## src/rtl/number_hit_detector_if.sv

```systemverilog
// rtl/number_hit_detector_if.sv - drawing-request inputs and hit outputs of the number hit detector
interface number_hit_detector_if #(
    parameter int NUMBERS = 3,
    parameter int SCORE_W = 8,
    parameter int IDX_W   = (NUMBERS > 1) ? $clog2(NUMBERS) : 1
);
    logic               startOfFrame;
    logic               enable;
    logic               clearScore;
    logic               playerDR;
    logic [NUMBERS-1:0] numbersDR;
    logic [NUMBERS-1:0] singleHit;
    logic               hitValid;
    logic [IDX_W-1:0]   hitIndex;
    logic [SCORE_W-1:0] hitCount;
    logic               coolingDown;

    // Video/game side that feeds pixels and consumes hits.
    modport master (
        output startOfFrame, enable, clearScore, playerDR, numbersDR,
        input  singleHit, hitValid, hitIndex, hitCount, coolingDown
    );

    modport slave (
        input  startOfFrame, enable, clearScore, playerDR, numbersDR,
        output singleHit, hitValid, hitIndex, hitCount, coolingDown
    );
endinterface

```

## src/rtl/number_hit_detector.sv

```systemverilog
// rtl/number_hit_detector.sv - per-frame player/number collision arbiter with score and cooldown
module number_hit_detector #(
    parameter int NUMBERS         = 3,
    parameter int COOLDOWN_FRAMES = 30,
    parameter int SCORE_W         = 8,
    parameter int IDX_W           = (NUMBERS > 1) ? $clog2(NUMBERS) : 1
) (
    input  logic                  clk,
    input  logic                  reset,
    number_hit_detector_if.slave  bus
);
    localparam int CNT_W = (COOLDOWN_FRAMES > 0) ? $clog2(COOLDOWN_FRAMES + 1) : 1;

    typedef enum logic [1:0] {
        COLLECT  = 2'd0,
        REPORT   = 2'd1,
        COOLDOWN = 2'd2
    } state_t;

    state_t             state_q,       state_d;
    logic [NUMBERS-1:0] pending_q,     pending_d;
    logic [IDX_W-1:0]   chosen_q,      chosen_d;
    logic [CNT_W-1:0]   frame_cnt_q,   frame_cnt_d;
    logic [NUMBERS-1:0] single_hit_q,  single_hit_d;
    logic               hit_valid_q,   hit_valid_d;
    logic [IDX_W-1:0]   hit_index_q,   hit_index_d;
    logic [SCORE_W-1:0] hit_count_q,   hit_count_d;
    logic               cooling_q,     cooling_d;

    logic [NUMBERS-1:0] overlap;
    logic [NUMBERS-1:0] acc;
    logic [IDX_W-1:0]   lowest_idx;

    assign overlap = bus.numbersDR & {NUMBERS{bus.playerDR}};
    // The boundary pixel's overlap still belongs to the frame that is ending.
    assign acc     = pending_q | overlap;

    // Scan downward so the lowest set index is the one left standing.
    always_comb begin
        lowest_idx = '0;
        for (int i = NUMBERS - 1; i >= 0; i--) begin
            if (acc[i]) begin
                lowest_idx = IDX_W'(i);
            end
        end
    end

    always_comb begin
        state_d      = state_q;
        pending_d    = pending_q;
        chosen_d     = chosen_q;
        frame_cnt_d  = frame_cnt_q;
        single_hit_d = '0;
        hit_valid_d  = 1'b0;
        hit_index_d  = hit_index_q;
        hit_count_d  = hit_count_q;
        cooling_d    = cooling_q;

        case (state_q)
            COLLECT: begin
                if (!bus.enable) begin
                    pending_d = '0;
                end else if (bus.startOfFrame) begin
                    pending_d = '0;
                    if (|acc) begin
                        chosen_d     = lowest_idx;
                        single_hit_d = NUMBERS'(1) << lowest_idx;
                        hit_valid_d  = 1'b1;
                        state_d      = REPORT;
                    end
                end else begin
                    pending_d = acc;
                end
            end

            REPORT: begin
                pending_d   = '0;
                hit_index_d = chosen_q;
                if (hit_count_q != {SCORE_W{1'b1}}) begin
                    hit_count_d = hit_count_q + 1'b1;
                end
                if (COOLDOWN_FRAMES == 0) begin
                    state_d = COLLECT;
                end else begin
                    state_d     = COOLDOWN;
                    frame_cnt_d = CNT_W'(COOLDOWN_FRAMES);
                    cooling_d   = 1'b1;
                end
            end

            COOLDOWN: begin
                pending_d = '0;
                if (bus.startOfFrame) begin
                    if (frame_cnt_q <= CNT_W'(1)) begin
                        state_d     = COLLECT;
                        frame_cnt_d = '0;
                        cooling_d   = 1'b0;
                    end else begin
                        frame_cnt_d = frame_cnt_q - 1'b1;
                    end
                end
            end

            default: begin
                state_d   = COLLECT;
                pending_d = '0;
                cooling_d = 1'b0;
            end
        endcase

        // A score clear wins over a same-cycle increment.
        if (bus.clearScore) begin
            hit_count_d = '0;
        end
    end

    always_ff @(posedge clk) begin
        if (reset) begin
            state_q      <= COLLECT;
            pending_q    <= '0;
            chosen_q     <= '0;
            frame_cnt_q  <= '0;
            single_hit_q <= '0;
            hit_valid_q  <= 1'b0;
            hit_index_q  <= '0;
            hit_count_q  <= '0;
            cooling_q    <= 1'b0;
        end else begin
            state_q      <= state_d;
            pending_q    <= pending_d;
            chosen_q     <= chosen_d;
            frame_cnt_q  <= frame_cnt_d;
            single_hit_q <= single_hit_d;
            hit_valid_q  <= hit_valid_d;
            hit_index_q  <= hit_index_d;
            hit_count_q  <= hit_count_d;
            cooling_q    <= cooling_d;
        end
    end

    assign bus.singleHit   = single_hit_q;
    assign bus.hitValid    = hit_valid_q;
    assign bus.hitIndex    = hit_index_q;
    assign bus.hitCount    = hit_count_q;
    assign bus.coolingDown = cooling_q;
endmodule

```

## src/flat_wrapper.sv

```systemverilog
// flat-port wrapper written by rule: the top's interface ports become plain ports
module number_hit_detector_flat 
#(
    parameter int NUMBERS         = 3,
    parameter int COOLDOWN_FRAMES = 30,
    parameter int SCORE_W         = 8,
    parameter int IDX_W           = (NUMBERS > 1) ? $clog2(NUMBERS) : 1
)
  (clk, reset, bus_startOfFrame, bus_enable, bus_clearScore, bus_playerDR, bus_numbersDR, bus_singleHit, bus_hitValid, bus_hitIndex, bus_hitCount, bus_coolingDown);
  number_hit_detector_if #(.NUMBERS(NUMBERS), .SCORE_W(SCORE_W), .IDX_W(IDX_W)) bus_i ();
  input  logic clk;
  input  logic reset;
  input wire logic [$bits(bus_i.startOfFrame)-1:0] bus_startOfFrame;
  input wire logic [$bits(bus_i.enable)-1:0] bus_enable;
  input wire logic [$bits(bus_i.clearScore)-1:0] bus_clearScore;
  input wire logic [$bits(bus_i.playerDR)-1:0] bus_playerDR;
  input wire logic [$bits(bus_i.numbersDR)-1:0] bus_numbersDR;
  output wire logic [$bits(bus_i.singleHit)-1:0] bus_singleHit;
  output wire logic [$bits(bus_i.hitValid)-1:0] bus_hitValid;
  output wire logic [$bits(bus_i.hitIndex)-1:0] bus_hitIndex;
  output wire logic [$bits(bus_i.hitCount)-1:0] bus_hitCount;
  output wire logic [$bits(bus_i.coolingDown)-1:0] bus_coolingDown;
  assign bus_i.startOfFrame = bus_startOfFrame;
  assign bus_i.enable = bus_enable;
  assign bus_i.clearScore = bus_clearScore;
  assign bus_i.playerDR = bus_playerDR;
  assign bus_i.numbersDR = bus_numbersDR;
  assign bus_singleHit = bus_i.singleHit;
  assign bus_hitValid = bus_i.hitValid;
  assign bus_hitIndex = bus_i.hitIndex;
  assign bus_hitCount = bus_i.hitCount;
  assign bus_coolingDown = bus_i.coolingDown;
  number_hit_detector #(.NUMBERS(NUMBERS), .COOLDOWN_FRAMES(COOLDOWN_FRAMES), .SCORE_W(SCORE_W), .IDX_W(IDX_W)) u_core (.clk(clk), .reset(reset), .bus(bus_i));
endmodule
```

## config.mk

```make
export PLATFORM = sky130hd
export DESIGN_NAME = number_hit_detector_flat
export DESIGN_NICKNAME = d
export VERILOG_FILES = /design/src/rtl/number_hit_detector_if.sv /design/src/rtl/number_hit_detector.sv /design/src/flat_wrapper.sv
export SDC_FILE = /design/constraint.sdc
export NUM_CORES = 1
export LEC_CHECK = 0
export ABC_AREA = 1
export CAP_MARGIN = 10
export CORE_ASPECT_RATIO = 1.75
export CORE_MARGIN = 2
export CORE_UTILIZATION = 37
export CTS_CLUSTER_SIZE = 8
export DETAILED_ROUTE_END_ITERATION = 12
export GPL_TIMING_DRIVEN = 0
export PLACE_DENSITY_LB_ADDON = 0.1
export SETUP_SLACK_MARGIN = 0.05
export SYNTH_ARGS = -nofsm -noshare
export SYNTH_HDL_FRONTEND = slang
export SYNTH_SLANG_ARGS = --single-unit
```

## constraint.sdc

```tcl
create_clock -name clk -period 1.2 [get_ports clk]
set_clock_uncertainty 0.1 [all_clocks]
set_input_delay 0.24 -clock clk [delete_from_list [all_inputs] [get_ports clk]]
set_output_delay 0.24 -clock clk [all_outputs]
set_load 0.05 [all_outputs]
```

Yosys cells after proc, flatten, opt, wreduce, memory -nomap -nowiden

Index checks and enable logic that the tools add are counted.

Reductions and logical operators: 12
Order comparisons: 1
Mux-type cells: 16
Bitwise gates (word level): 6
$add $sub $neg: 2
Equality and inequality tests: 8
Shift-type cells: 1

Operators by type and width:

| kind                | number |
|---|---|
| $mux 2              | 8 |
| $mux 5              | 2 |
| $pmux 5 s2          | 1 |
| $add 8x1->8 const B | 1 |
| $ne 8x8->1 const B  | 1 |
| $reduce_or 4->1     | 2 |
| $ne 2x2->1 const B  | 3 |
| $pmux 2 s3          | 1 |
| $le 5x1->1 const B  | 1 |
| $reduce_and 5->1    | 1 |
| $reduce_or 5->1     | 1 |
| $sub 5x1->5 const B | 1 |
| $ne 2x1->1 const B  | 2 |
| $not 1->1           | 4 |
| $reduce_and 2->1    | 2 |
| $reduce_and 4->1    | 1 |
| $and 3x3->3         | 1 |
| $mux 1              | 3 |
| $or 3x3->3          | 1 |
| $pmux 1 s3          | 1 |
| $reduce_and 3->1    | 1 |
| $reduce_or 3->1     | 1 |
| $shl 1x2->3 const A | 1 |
| $eq 2x1->1 const B  | 1 |
| other kinds (4)     | 4 |

Bits in registers: 27
Logic and storage cells: 55
Output and inout bits: 15
Bits of input ports: 9

Longest topological paths before layout

Gate-level depths: netlist (run 1).

Depth in word-level cells: 7
Depth in mapped cells: 8
Depth with buffers taken out: 8

Least setup slack after synthesis (run 1)

No wires, ideal clock.

Kind: reg2reg
Start: reg u_core.hit_count_q[1], in the netlist u_core.bus.hitCount[1]
End: reg u_core.hit_count_q[0], in the netlist u_core.bus.hitCount[0]
Setup time: 0.116 ns
Data required time: 0.984 ns
Slack: -0.507 ns
Period minus slack after synthesis: 1.707 ns
Cell stages (with the launch flop): 9
Buffers on the path: 0
Data arrival time: 1.491 ns
Cells stage by stage: dfxtp_1 > ha_1 > inv_1 > nor2_4 > nand2_4 > nand2_4 > inv_2 > nor2_1 > nor2_1

Longest elaborated chain between the ends: 2

RTL lines:

| item                              | RTL line                   | RTL |
|---|---|---|
| start, declared                   | number_hit_detector.sv:27  | `logic [SCORE_W-1:0] hit_count_q, hit_count_d;` |
| start signal, assigned            | number_hit_detector.sv:136 | `hit_count_q <= hit_count_d;` |
| $ne 8x8->1                        | number_hit_detector.sv:79  | `if (hit_count_q != {SCORE_W{1'b1}}) begin` |
| $reduce_and 2->1 (no source line) | n/a                        |  |

No other way between the ends.
A chain may end at the register's enable or synchronous reset.

Final worst setup path (run 1)

Start: reg u_core.hit_count_q[1], in the netlist u_core.bus.hitCount[1]
End: reg u_core.hit_count_q[4], in the netlist u_core.bus.hitCount[4]

Longest elaborated chain between the ends: 2
Elaborated cells on any way between the ends: 3
Classes of those cells: 1 x add/sub; 1 x eq/ne; 1 x reduce/logical

RTL lines:

| item |
|---|
| parallel branches: the longest is 2 deep, another holds $add 8x1->8 |

Parallel ways; which one is timed is not known.

==> results.toml, run 1 <==
[worst_setup_path]
reg2reg_setup_slack_ns = -0.11
crit_required_ns = 1.31
critPathCaptureType = "register"
start_kind = "register"
worstSetupPathType = "reg2reg"
worstPathArrival_ns = 1.41
path_max_fanout = 4

[routing]
vias = 1301
firstDrtPassIters = 6
via_per_inst = 4.766
drc = 0
routed_wl_mm = 3.306
drtIter0Drc = 33
wire_per_inst_um = 12.11
ant_nets = 0

[clock_tree]
clock-sinks = 27
clk_pin_slew_ns = 0.09
cts-root-buf = "clkbuf_8"
cts_buffer_depth = 2
htree_levels = 1
cts_buffers = 3
clk_latency_ns = 0.27
cts_tree = "yes"

[global_routing]
grt_first_pass_wirelength_mm = 5.347
grt_pass1_vias = 1319
grt_overflow = 0
antenna_found_initial = 0
use_met1 = 0.1467
use_met2 = 0.3603
grt_max_degree = 15
use_met3 = 0.02158
top_usage_layer = "met2"
grt_usage = 0.1699

[cells_and_area]
final_cell_mix = "28 x nand2_1, 20 x nor2_1, 20 x buf_4, 19 x inv_1, 12 x dfxtp_1"
final_common_cell = "nand2_1"
post-route-util = 0.6410
diodes = 0
area_growth_pct = 66.60
fin_nets = 241
drive_above_1_share = 0.5351

[timing]
min_period_ns = 1.306
grt_setup_unrepaired = "true"
fin_crit_sh = 1.088
worst-slew-pin-transition_ns = 0.3054
setup-violations-final = 8
hold_violations = 0
fin_ws_ns = -0.1055
setup_tns_ns = -0.4912
fmax_ghz = 0.7660
relSlewSlack = 0.7964
slew_viol_final = 0

[synthesis]
synth_warnings = 0
synth_top_family_by_area = "simple AND/OR/NAND/NOR gates"
syn-num-nets = 194
ys_ff_latch = 27
syn-instance-count = 182
syn_avg_cell_area_um2 = 7.184
syn_area_um2 = 1308
synthMuxAreaShare = 0
post_synth_fa_ha_maj_area_fraction = 0.02871
seq_area_frac_synth = 0.4134
synth-simple-area-share = 0.3694
synth.distinct_cells = 20
synth_xor_area_frac = 0.02679
synth-compound-area-share = 0.07560

[run]
cap_violations = 0

[placement]
io_buffers = 23
post-dp-hpwl_mm = 2.193
gp_congestion = 0.7596

[floorplanning]
die_w_um = 48.94
pin_count = 24
initial_utilization = 0.3848
dieHeight_um = 82.64
rows = 28
dieArea_um2 = 4044
core_region_area_um2 = 3398

[run_status]
violations = "setup timing"
outcome = "finished, violations left"

[hold_path]
hold_path_class = "in2reg"

[power]
power_density_nw_per_um2 = 843.3
peakVddDrop_mv = 0.9325
leakagePower_nw = 0.9858
worst paths after layout:
path	start	endpoint	depth (start not counted)
hold reg to reg	u_core.pending_q[0]	u_core.pending_q[0]	2
setup / recovery	u_core.bus.hitCount[1]	u_core.bus.hitCount[4]	7
hold / removal	bus_numbersDR[0]	u_core.pending_q[0]	3
setup reg to reg	u_core.bus.hitCount[1]	u_core.bus.hitCount[4]	7
critical path, cell delays in order (launching register included):
cell and delay [ns]:
dfxtp_4 0.38, ha_4 0.15, inv_4 0.04, nor2_4 0.10, buf_4 0.15, xor2_4 0.16
nand2_4 0.06, a21oi_2 0.09
cell usage after synthesis (all sizes together):
cell	n	share of area
a21oi	11	0.042
o21bai	1	0.0057
nor3	2	0.015
ha	3	0.029
a31oi	1	0.0048
xor2	3	0.020
nor4	1	0.016
xnor2	1	0.0067
nand4	2	0.0096
nor2	30	0.11
inv	30	0.086
nand2	47	0.15
dfxtp	27	0.41
nand3	17	0.065
o21ai	6	0.023
report_power, final:
group          switching [mW]  total, mW  internal (mW)
clock                   0.276      0.514          0.238
sequential             0.0249      0.929          0.904
combinational           0.227      0.394          0.167
total                   0.528       1.84           1.31
final cells by class:
type | count | area [um2]
Inverter | 30 | 137.6
Clock buffer | 4 | 45.04
Tap cell | 45 | 56.30
Sequential cell | 27 | 584.3
Timing Repair Buffer | 42 | 436.7
Fill cell | 299 | 1220
Multi-Input combinational cell | 125 | 918.4
through the flow:
stage | instances | power [mW] | worst slack (ns) | hold slack [ns] | area, um2
detailed placement | 250 | 1.202 | -0.4205 | 0.3536 | 1640
floorplan | 182 | 1.121 | -0.09444 | 0.2094 | 1354
CTS | 268 | 1.789 | -0.06006 | 0.3291 | 1951
global route | 273 | 1.932 | -0.1698 | 0.1995 | 2178
finish | 273 | 1.837 | -0.1055 | 0.1841 | 2178
global placement | 250 | 1.200 | -0.4100 | 0.3443 | 1640
flip-flops by register name, indices dropped and copies added (netlist names):
signal / cells
u_core.bus.singleHit: 3
u_core.bus.hitIndex: 2
u_core.bus.coolingDown: 1
u_core.pending_q: 3
u_core.frame_cnt_q: 5
u_core.bus.hitValid: 1
u_core.state_q: 2
u_core.chosen_q: 2
u_core.bus.hitCount: 8
logic make-up after synthesis:
| kind of cell | after synthesis |
|---|---|
| and+or+nand+nor | 99 |
| adders and majority gates | 3 |
| AOI/OAI and AO/OA | 19 |
| DFF | 27 |
| xor gates and xnor gates | 4 |
| buffers and inverters | 30 |
repair_timing:
item,CTS,global route
gates cloned,0,0
setup endpoints to repair,42,38
resized for setup,147,54
pin swaps,20,19
buffers inserted,14,5
hold buffers,0,0
per-layer routing:
layer	share of wire	wire length (um)
met4	0.024	78
met2	0.61	2012
met3	0.024	78
met1	0.34	1136
met5	0	0
No activity file was read; power rests on OpenSTA's default activity.
==> run 2: changes to the inputs <==
Settings changed: CORE_MARGIN 2 to default.
==> run 2 against run 1 <==
Effect of this change:
- sequential power is essentially flat
- via count fell by 1.1%
- cell area is 5.2% lower
- sequential cell count is the same
- count of clock-buffer cells in the layout decreased by 1
- highest routed layer unchanged
- register-to-register slack improved by 0.03 ns
- largest power group unchanged
- the flow still finishes with violations (setup timing)
- hold slack got worse by 0.0073 ns
==> results.toml, run 2 (synthesis gave the netlist of run 1 again) <==
[run_status]
outcome = "finished, violations left"
violations = "setup timing"

[timing]
worst-slew-pin-transition_ns = 0.2869
min_period_ns = 1.274
setup-violations-final = 10
relSlewSlack = 0.8073
fmax_ghz = 0.7848
fin_ws_ns = -0.07417
slew_viol_final = 0
hold_violations = 0
setup_tns_ns = -0.5032
holdWs_ns = 0.1768
fin_crit_sh = 1.062
grt_setup_unrepaired = "true"

[floorplanning]
dieHeight_um = 80.64
dieArea_um2 = 3785
die_w_um = 46.94
initial_utilization = 0.3888
rows = 28
pin_count = 24
core_region_area_um2 = 3363

[routing]
vias = 1287
via_per_inst = 4.802
firstDrtPassIters = 4
drtIter0Drc = 15
routed_wl_mm = 3.113
ant_nets = 0
drc = 0
wire_per_inst_um = 11.62

[power]
p_total_mw = 1.818
peakVddDrop_mv = 0.7549
leakagePower_nw = 0.9245
power_density_nw_per_um2 = 880.0

[hold_path]
hold_path_class = "in2reg"

[worst_setup_path]
worstSetupPathType = "reg2reg"
cp_slowest_stage_delay_ns = 0.39
cp_cell_sequence = "ha_4 -> inv_4 -> nor2_4 -> nand2_4 -> nand2_8 -> inv_8 -> nand2_1 -> a21oi_1"
path_max_fanout = 7
worstPathBufferInverterCount = 2
critPathCaptureType = "register"
start_kind = "register"
reg2reg_setup_slack_ns = -0.07
crit_required_ns = 1.26
critical_path.top_delay_family = "flip-flops"
cpMaxStageDelayCell = "dfxtp_4"
worstPathArrival_ns = 1.34

[clock_tree]
clk_pin_slew_ns = 0.09
cts_buffer_depth = 2
cts_tree = "yes"
clock-sinks = 27
cts_buffers = 3
htree_levels = 1
clk_latency_ns = 0.27
cts-root-buf = "clkbuf_8"

[cells_and_area]
ff_latch_area_um2 = 584.3
fillers = 329
diodes = 0
fin_nets = 236
final_common_cell = "nand2_1"
multi_input_area_um2 = 862.1
largest_register_ffs = 8
final_cell_mix = "28 x nand2_1, 19 x nor2_1, 17 x inv_1, 13 x nand2_2"
area_growth_pct = 57.99
drive_above_1_share = 0.4978
post-route-util = 0.6142

[global_routing]
grt_max_degree = 16
grt_pass1_vias = 1289
antenna_found_initial = 0
grt_first_pass_wirelength_mm = 5.085
grt_overflow = 0
grt_usage = 0.1863

[placement]
io_buffers = 23
post-dp-hpwl_mm = 2.165
gp_congestion = 0.7999
dp_worst_setup_slack_ns = -0.4077

[run]
cap_violations = 0
==> run 2: cell types whose count changed in the layout (fill, tap and decap cells not counted), sizes merged <==
cell           delta
clkbuf            -1
inv               +1
buf               -5
dlymetal6s2s      +1
clkdlybuf4s50     -1
==> run 2: cell type report <==
cell class | count | share of cell area
multi-input combinational | 125 | 0.4173
sequential | 27 | 0.2829
timing repair buffer | 37 | 0.1896
inverter | 30 | 0.06057
tap | 45 | 0.02726
clock buffer | 3 | 0.01999
clock inverter | 1 | 0.002423
==> run 2: report_power, final <==
group,internal [mW],switching (mW)
clock,0.233,0.295
combinational,0.148,0.214
sequential,0.904,0.0235
total,1.29,0.532
==> run 2: per-layer routing <==
| metal | track usage | share of wire | up-vias |
|---|---|---|---|
| li1 | - | - | 653 |
| met2 | 0.3569 | 0.61 | 20 |
| met5 | 0 | 0 | - |
| met1 | 0.1690 | 0.35 | 608 |
| met3 | 0.02472 | 0.017 | 6 |
| met4 | 0.1057 | 0.025 | 0 |
==> run 2: through the flow <==
stage	std cells	area, um2
after global routing	268	2066
final	268	2066
after detailed placement	250	1640
after global placement	250	1640
after floorplan	182	1354
after CTS	265	1877
==> run 2: worst reg2reg max path, cell delays in order, from the launching register on <==
cell and delay [ns]:
dfxtp_4 0.39, ha_4 0.15, inv_4 0.05, nor2_4 0.14, nand2_4 0.09, nand2_8 0.09
inv_8 0.05, nand2_1 0.05, a21oi_1 0.05
==> run 2: timing repair <==
action / 4_1_cts / 5_1_grt
hold buffers: 0 / 0
setup buffers: 11 / 3
pin swaps: 19 / 28
endpoints found under the setup margin: 42 / 37
gates resized for setup: 140 / 50
hold endpoints to repair: 0 / 0
==> run 2: final timing paths <==
kind / start / end / cells past startpoint
worst min register to register: u_core.chosen_q[1] / u_core.chosen_q[1] / 2
worst max-delay path: u_core.bus.hitCount[0] / u_core.bus.hitCount[1] / 8
worst min-delay path: bus_numbersDR[0] / u_core.pending_q[0] / 3
worst max register to register: u_core.bus.hitCount[0] / u_core.bus.hitCount[1] / 8
